**src/rtl/dma_xfer.sv**
```systemverilog
// dma_xfer: two-stage read/write byte mover behind the DMA address generator.
// Optional transfer counter enabled by defining DMA_XFER_STATS_EN.
module dma_xfer (
  input  logic        clk_i,
  input  logic        reset_i,
  input  logic        ce_i,
  input  logic        dma_en_i,
  input  logic        dma_dir_i,
  input  logic        dma_hold_i,
  input  logic [15:0] cbus_addr_i,
  input  logic [12:0] vbus_addr_i,
  input  logic [7:0]  cbus_din_i,
  input  logic [7:0]  vbus_din_i,
  output logic [15:0] cbus_a_o,
  output logic        cbus_rd_o,
  output logic        cbus_wr_o,
  output logic [7:0]  cbus_dout_o,
  output logic [12:0] vbus_a_o,
  output logic        vbus_rd_o,
  output logic        vbus_wr_o,
  output logic [7:0]  vbus_dout_o,
  output logic        cpu_halt_o,
  output logic [15:0] xfer_count_o
);

  typedef enum logic [1:0] {
    S_IDLE,
    S_RUN,
    S_DRAIN
  } state_t;

  state_t      state_q, state_d;
  logic        dir_q, dir_d;
  logic        wr_v_q, wr_v_d;
  logic [15:0] dst_q, dst_d;
  logic [15:0] ca_q;
  logic [12:0] va_q;
  logic [7:0]  cdo_q;
  logic [7:0]  vdo_q;
  logic        active;
  logic        rd_go;
  logic        wr_go;

  // Strobes, muxed addresses/data and halt; reset kills any pending write.
  always_comb begin
    active = ce_i & ~reset_i;
    rd_go  = active & (state_q == S_RUN)
           & dma_en_i & ~dma_hold_i;
    wr_go  = active & wr_v_q
           & (state_q != S_IDLE);

    cbus_rd_o = rd_go & ~dir_q;
    vbus_rd_o = rd_go & dir_q;
    vbus_wr_o = wr_go & ~dir_q;
    cbus_wr_o = wr_go & dir_q;

    cbus_a_o = ca_q;
    if (cbus_wr_o)
      cbus_a_o = dst_q;
    else if (cbus_rd_o)
      cbus_a_o = cbus_addr_i;

    vbus_a_o = va_q;
    if (vbus_wr_o)
      vbus_a_o = dst_q[12:0];
    else if (vbus_rd_o)
      vbus_a_o = vbus_addr_i;

    cbus_dout_o = cbus_wr_o ? vbus_din_i : cdo_q;
    vbus_dout_o = vbus_wr_o ? cbus_din_i : vdo_q;

    cpu_halt_o = dma_en_i | (state_q != S_IDLE);
  end

  // Next state, direction latch and write-pending pipeline register.
  always_comb begin
    state_d = state_q;
    dir_d   = dir_q;
    wr_v_d  = wr_v_q;
    dst_d   = dst_q;

    if (wr_go)
      wr_v_d = 1'b0;
    if (rd_go) begin
      wr_v_d = 1'b1;
      dst_d  = dir_q ? cbus_addr_i
                     : {3'b000, vbus_addr_i};
    end

    if (ce_i) begin
      unique case (state_q)
        S_IDLE: begin
          if (dma_en_i) begin
            state_d = S_RUN;
            dir_d   = dma_dir_i;
          end
        end
        S_RUN: begin
          if (!dma_en_i)
            state_d = S_DRAIN;
        end
        S_DRAIN: begin
          if (dma_en_i) begin
            state_d = S_RUN;
            dir_d   = dma_dir_i;
          end else if (!wr_v_d) begin
            state_d = S_IDLE;
          end
        end
        default: state_d = S_IDLE;
      endcase
    end
  end

  // State and pipeline registers; address/data outputs hold last value.
  always_ff @(posedge clk_i) begin
    if (reset_i) begin
      state_q <= S_IDLE;
      dir_q   <= 1'b0;
      wr_v_q  <= 1'b0;
      dst_q   <= '0;
      ca_q    <= '0;
      va_q    <= '0;
      cdo_q   <= '0;
      vdo_q   <= '0;
    end else begin
      state_q <= state_d;
      dir_q   <= dir_d;
      wr_v_q  <= wr_v_d;
      dst_q   <= dst_d;
      ca_q    <= cbus_a_o;
      va_q    <= vbus_a_o;
      cdo_q   <= cbus_dout_o;
      vdo_q   <= vbus_dout_o;
    end
  end

`ifdef DMA_XFER_STATS_EN
  logic [15:0] cnt_q, cnt_d;
  logic        start;

  // Completed-write counter, cleared when a new transfer starts from idle.
  always_comb begin
    start = ce_i & dma_en_i & (state_q == S_IDLE);
    cnt_d = cnt_q;
    if (start)
      cnt_d = '0;
    else if (wr_go)
      cnt_d = cnt_q + 16'd1;
  end

  // Counter register.
  always_ff @(posedge clk_i) begin
    if (reset_i)
      cnt_q <= '0;
    else
      cnt_q <= cnt_d;
  end

  assign xfer_count_o = cnt_q;
`else
  assign xfer_count_o = '0;
`endif

endmodule

```
**config.mk**
```make
export PLATFORM = sky130hd
export DESIGN_NAME = dma_xfer
export DESIGN_NICKNAME = d
export VERILOG_FILES = /design/src/rtl/dma_xfer.sv
export SDC_FILE = /design/constraint.sdc
export NUM_CORES = 1
export LEC_CHECK = 0
export ABC_CLOCK_PERIOD_IN_PS = 2940
export BUFFER_PORTS_ARGS = -buffer_cell sky130_fd_sc_hd__buf_4
export CELL_PAD_IN_SITES_DETAIL_PLACEMENT = 0
export CELL_PAD_IN_SITES_GLOBAL_PLACEMENT = 2
export CORE_MARGIN = 5
export CORE_UTILIZATION = 31
export DETAILED_ROUTE_END_ITERATION = 7
export PLACE_DENSITY_LB_ADDON = 0.05
export SLEW_MARGIN = 20
export SYNTH_ARGS = -nofsm -noshare
export SYNTH_HDL_FRONTEND = slang
export SYNTH_SLANG_ARGS = --single-unit
```
**constraint.sdc**
```tcl
create_clock -name clk_i -period 2.94 [get_ports clk_i]
set_input_delay 0.588 -clock clk_i [delete_from_list [all_inputs] [get_ports clk_i]]
set_output_delay 0.588 -clock clk_i [all_outputs]
set_load 0.02 [all_outputs]
```
==> implementation parameters, run 1 <==
Parameter                              Value

Outcome
  Status    complete, no violations

Power
  Power density over cell area    between 400 and 500 nW/um2
  IR Drop Worst-Case VDD    roughly 0.28 mV
  Total chip power    roughly 0.0018 W
  Static leakage power    2.34 nW

Floorplan
  Floorplan die width    between 100 and 150 um
  Starting density of the core    31.5%
  Overall die area    13200 um2
  Chip height    115 um
  Top-level I/O count    about 120
  Total core area    10800 um2
  Number of rows in the core area    38

Synth
  Flip-flop and latch count after synthesis    between 60 and 70
  Cell accounting for the most synthesized area    dfxtp_1
  Number of synthesized flops with an enable pin    0
  Proportion of netlist area held by the largest area contributor    approximately two fifths
  Unique cell type count in the Yosys netlist    34
  Proportion of synthesized flip-flops having asynchronous set or reset    0%
  Top post-synthesis cells by count    dfxtp_1 (65), and3_1 (58), a21oi_1 (34)
  Post-synthesis sequential area ratio    roughly two fifths
  Synthesized netlist cell count    382
  Top post-synthesis cells by area    dfxtp_1 (38%), and3_1 (11%), a311o_1 (8.5%)
  Most repeated cell in the gate-level netlist after synthesis    dfxtp_1
  Syn avg cell area    just under 9 um2
  Total number of yosys warnings    0
  Top_reg_cell synth    dfxtp_1
  Post-synthesis instance area    3400 um2

Timing
  Slew Viols, Final    0
  Crit path time final    2.83 ns
  Final sum of negative setup slack    0 ns
  Worst-case clock skew    about 0.0073 ns
  Worst relative slew slack    about half
  Tcrit/Tclk final    96.2%
  Finish-stage setup viols    0
  Hold_ws    0.475 ns
  Final Hold Violating Endpoints    0
  Setup repair after global routing missed its margin    no
  Slew at the pin with the worst max-slew slack    about 0.77 ns
  Fmax achieved    ~0.35 GHz

Layout
  Count of fill cells added during filler insertion    ~1200
  Layout Area Growth over Synthesis    29.5%
  Final cell area excluding filler cells    roughly 4400 um2
  ANT cells    0
  Ratio of cells with drive above 1 in the final layout    roughly 29%
  Final nets    approximately 520

Drt
  Remaining antenna violation count after routing    0
  Detailed router's first-iteration violation count    271
  Wire length reported by the detailed router    around 11000 um
  Vias after detailed routing    between 3000 and 4000
  WL per Instance    18.3 um
  Count of TritonRoute iterations in the first routing pass    5
  Count of unresolved DRC violations after routing    0
  Vias per Instance    5.38

Place
  DP Area    ~4200 um2
  Total half-perimeter wirelength after legalization and detailed placement    roughly 7300 um
  Count of input and output buffers    100
  Routability congestion estimate    between 0.7 and 0.8

Global routing
  Via count of the first global-routing pass    ~3200
  First-pass GRT wire length    roughly 17000 um
  All-layer global routing usage    16.4%
  Maximum number of pins on one net before global-route repair    33
  Antenna violations before repair    0
  Overflow after GRT    0

Critical path
  Type of destination of the critical path    output pin
  Worst Path Max Fanout    32
  Kind of critical path    input port to output pin
  Critical path launch point type    input port
  Endpoint arrival time on the critical path    around 2.2 ns
  Required time at the endpoint of the critical path    2.35 ns

Flow run
  Max-capacitance violation count    0

Clock tree
  Clock Root Buffer    clkbuf_8
  CTS sink cnt    65
  Number of buffers on the longest clock path    2
  Number of buffers inserted to repair setup after CTS    0
  Depth of the CTS H-tree    3
  Clock insertion delay at the later pin of the skew report    approximately 0.34 ns
  Clock slew at reported path FFs    ~0.060 ns
  Total CTS buffers    9
  Total of hold buffers inserted after clock tree synthesis    0
  TritonCTS clock tree    built

Hold path
  Hold Path Class    flip-flop to flip-flop
[routing by layer]
layer	routed length, um	track usage, %
met3	883	4.55
met4	112	4.77
met2	5120	26.0
met1	5120	21.9
met5	0	0
[critical path: stages]
cell and delay (ns):
buf_4 0.13, and3b_1 0.41, buf_4 0.25, a22oi_2 0.06, buf_4 0.27, a211o_1 0.35, buf_4 0.16
[sequential cells by signal, summed over array words and instances, names as in the netlist]
name	flops
vdo_q	8
ca_q	16
state_q	2
cdo_q	8
va_q	13
dir_q	1
wr_v_q	1
dst_q	16
[stage by stage]
step | setup slack [ns] | utilization (%) | cells
floorplan | 0.589 | - | 397
global placement | 0.250 | 38.8 | 598
detailed placement | 0.239 | 38.9 | 598
CTS | 0.0860 | 40.7 | 614
global route | 0.0404 | 40.8 | 615
finish | 0.112 | 40.8 | 615
[layout by cell type (no fill, tap or decap), types with 2 or more instances in the layout]
master / synthesis / layout
a21oi_1: 34 / 34
o21ai_1: 9 / 8
buf_4: 20 / 116
o21ai_0: 12 / 12
nor2_1: 8 / 7
a311o_1: 29 / 29
a22oi_2: 1 / 2
a211oi_1: 13 / 13
clkbuf_8: 0 / 10
a211o_1: 29 / 29
inv_1: 2 / 2
nand2_1: 18 / 18
clkbuf_1: 16 / 3
mux2i_1: 14 / 14
nand3_1: 17 / 17
nand4_1: 3 / 3
conb_1: 1 / 16
dfxtp_1: 65 / 65
clkinv_2: 0 / 2
and3_1: 58 / 58
nand3b_1: 2 / 2
[cell type report]
type | count | area (um2) | area share, %
Tap cell | 140 | 175 | 3.98
Clock inverter | 3 | 40.0 | 0.910
Sequential cell | 65 | 1300 | 29.6
Inverter | 2 | 7.51 | 0.171
Clock buffer | 13 | 149 | 3.38
Timing Repair Buffer | 116 | 871 | 19.8
Multi-Input combinational cell | 276 | 1860 | 42.2
[kinds of logic after synthesis]
kind of cell / synth area share (%)
other: 0.110
flip-flops: 38.3
buffers and inverters: 9.57
AO/OA/AOI/OAI: 28.4
multiplexers: 4.12
AND/OR/NAND/NOR: 19.5
[report_power, final]
group          switching, W  internal, W
Combinational      0.000109    0.0000786
Clock              0.000339     0.000413
Sequential       0.00000482     0.000886
Total              0.000453      0.00138
[timing repair]
item,in CTS,in global routing
hold endpoints to repair,0,0
gates resized for setup,0,1
endpoints found under the setup margin,0,7
[worst paths after layout]
path                            from  cells past startpoint                     end  slack (ns)
max                          reset_i                      7             cbus_a_o[4]        0.11
max reg2reg  state_q[1]$_SDFFE_PP0P_                      3      va_q[7]$_SDFF_PP0_        1.05
min reg2reg   dst_q[15]$_SDFFE_PP0N_                      2  dst_q[15]$_SDFFE_PP0N_        0.47
min           dst_q[15]$_SDFFE_PP0N_                      2  dst_q[15]$_SDFFE_PP0N_        0.47
Power figures use the tool's default switching activity.
==> run 2: changes to the inputs <==
- CORE_MARGIN: 5 -> not set
- CORE_UTILIZATION: 31 -> 32
- CTS_BUF_LIST: not set -> sky130_fd_sc_hd__clkbuf_4 sky130_fd_sc_hd__clkbuf_8
==> implementation parameters, run 2 (synthesis gave the netlist of run 1 again) <==
Parameter                              Value

Outcome
  Status    complete, no violations

Global routing
  Global routing usage on met1    24.5% (+2.7 points)
  Global routing usage on met3    2.37% (-2.2 points)
  First-pass GRT wire length    16500 um (-3.4%)
  Maximum number of pins on one net before global-route repair    35 (+6.1%)
  GR Layer Usage met2    32.6% (+6.6 points)
  Overflow after GRT    0 (unchanged)
  Via count of the first global-routing pass    3118 (-2.2%)
  Antenna violations before repair    0 (unchanged)
  All-layer global routing usage    18.9% (+2.5 points)
  Top Usage Layer GRT    met2

Timing
  Setup repair after global routing missed its margin    no
  Finish-stage setup viols    0 (unchanged)
  Slew Viols, Final    0 (unchanged)
  Tcrit/Tclk final    94.9% (-1.2 points)
  Fmax achieved    0.358 GHz (+1.3%)
  Final Hold Violating Endpoints    0 (unchanged)
  Worst relative slew slack    44.4% (-4.0 points)
  Slew at the pin with the worst max-slew slack    0.834 ns (+0.0603 ns)
  Crit path time final    2.79 ns (-0.0367 ns)
  Worst-case clock skew    0.00916 ns (+0.00182 ns)
  Final sum of negative setup slack    0 ns (unchanged)

Layout
  Commonest non-fill, non-tap cell in the layout    buf_4
  Ratio of cells with drive above 1 in the final layout    29.3% (+0.21 points)
  Leading cell types in the layout, fill and taps excluded    buf_4 (115), dfxtp_1 (65), and3_1 (58)
  Number of standard cells in the layout, taps in and fillers out    611 (-0.65%)
  Count of fill cells added during filler insertion    1107 (-4.0%)
  Largest regs    ca_q x16, dst_q x16, va_q x13
  ANT cells    0 (unchanged)
  Sequential cell area    1300 um2 (unchanged)
  Final nets    521 (unchanged)
  Layout Area Growth over Synthesis    28.9%
  Area occupied by multi-input gates    1850 um2 (-0.27%)

Clock tree
  TritonCTS clock tree    built
  Number of buffers inserted to repair setup after CTS    0 (unchanged)
  CTS sink cnt    65 (unchanged)
  Depth of the CTS H-tree    3 (unchanged)
  Clock slew at reported path FFs    0.07 ns (about the same)
  Total of hold buffers inserted after clock tree synthesis    0 (unchanged)
  Number of buffers on the longest clock path    2 (unchanged)
  Total CTS buffers    9 (unchanged)
  Clock insertion delay at the later pin of the skew report    0.34 ns (about the same)
  Clock Root Buffer    clkbuf_8

Critical path
  Crit path max-delay cell type    dfxtp_1
  Worst Path Max Fanout    34 (+6.3%)
  Setup crit start    state_q[0]$_SDFFE_PP0P_
  Required time at the endpoint of the critical path    2.35 ns (about the same)
  Type of destination of the critical path    output pin
  Cells traversed along the worst timing path    and4bb_2, buf_4, and3_1, a211o_1, buf_4
  Critical path launch point type    flip-flop
  Worst reg2reg startpoint    state_q[1]$_SDFFE_PP0P_
  Endpoint arrival time on the critical path    2.20 ns (-0.04 ns)
  Crit-path most repeated cell    buf_4
  Kind of critical path    flip-flop to output pin
  Maximum cell stage delay along the critical path    0.51 ns (+0.10 ns)

Floorplan
  Top-level I/O count    117 (unchanged)
  Starting density of the core    32.9% (+1.4 points)
  Floorplan die width    105 um (-8.4%)
  Chip height    105 um (-8.4%)
  Total core area    10300 um2 (-4.3%)
  Number of rows in the core area    37 (-2.6%)
  Overall die area    11000 um2 (-16%)

Drt
  WL per Instance    17.5 um (-4.4%)
  Remaining antenna violation count after routing    0 (unchanged)
  Wire length reported by the detailed router    10700 um (-5.0%)
  Detailed router's first-iteration violation count    118 (-56%)
  Count of unresolved DRC violations after routing    0 (unchanged)
  Vias per Instance    5.38 (about the same)
  Count of TritonRoute iterations in the first routing pass    4 (-1)
  Vias after detailed routing    3287 (-0.69%)

Power
  IR Drop Worst-Case VDD    0.142 mV (-49%)
  Power density over cell area    400 nW/um2 (-3.8%)
  Static leakage power    2.34 nW (+0.25%)
  Total chip power    0.00175 W (-4.2%)

Place
  Routability congestion estimate    0.710 (-4.0%)
  Count of input and output buffers    100 (unchanged)
  Post-placement cell count    594 (-0.67%)
  Total half-perimeter wirelength after legalization and detailed placement    6840 um (-6.3%)

Hold path
  Startpoint of the lowest-slack hold path    dma_dir_i
  Hold Path Class    input port to flip-flop

Flow run
  Max-capacitance violation count    0 (unchanged)
## run 2: changes by cell type in the layout (fill, tap and decap cells not counted), sizes merged
cell | previous run | this run
bufinv | 1 | 0
clkbuf | 13 | 12
clkinv | 2 | 4
## run 2: path summary, 6_finish.rpt
kind	end	slack (ns)	cells past startpoint
setup / recovery	vbus_a_o[12]	0.15	5
hold / removal	dir_q$_SDFFE_PP0P_	0.48	3
setup reg to reg	va_q[12]$_SDFF_PP0_	1.09	3
hold reg to reg	dst_q[14]$_SDFFE_PP0N_	0.49	2
## run 2: power by group
part	leakage, nW	switching, W	internal, W	total (W)
registers	0.524	0.00000583	0.000886	0.000891
clock network	0.0942	0.000348	0.000329	0.000677
logic	1.72	0.000107	0.0000781	0.000185
total	2.34	0.000461	0.00129	0.00175
## run 2: worst max-delay path, delay by kind of cell (launching register included)
family / cells / cell delay (ns)
buffers and inverters: 2 / 0.52
DFF: 1 / 0.51
and+or+nand+nor: 2 / 0.68
AOI/OAI and AO/OA: 1 / 0.14
## run 2: repair_timing
action                     CTS  global route
hold endpoints to repair     0             0
setup endpoints to repair    0             1
gates resized for setup      0             1
## run 2: per-stage QoR
step                      utilization, %  setup WS [ns]  hold slack (ns)  instance area, um2
final                               42.4          0.149            0.483                4380
after global routing                42.4         0.0245            0.527                4380
after CTS                           42.3          0.107            0.472                4370
after detailed placement            40.7          0.237            0.475                4200
after floorplan                        -          0.589            0.445                3450
after global placement              40.7          0.262            0.465                4200
## run 2: routing by layer
layer,share of wire (%),vias up
li1,-,1602
met1,47,1574
met2,48,100
met3,4.4,11
met4,1.2,0
met5,0,-
## run 2: final cells by class
cell class,count,area share (%)
Timing Repair Buffer,116,20.2
Clock inverter,4,0.457
Inverter,2,0.171
Clock buffer,12,3.34
Sequential cell,65,29.7
Tap cell,136,3.88
Multi-Input combinational cell,276,42.3
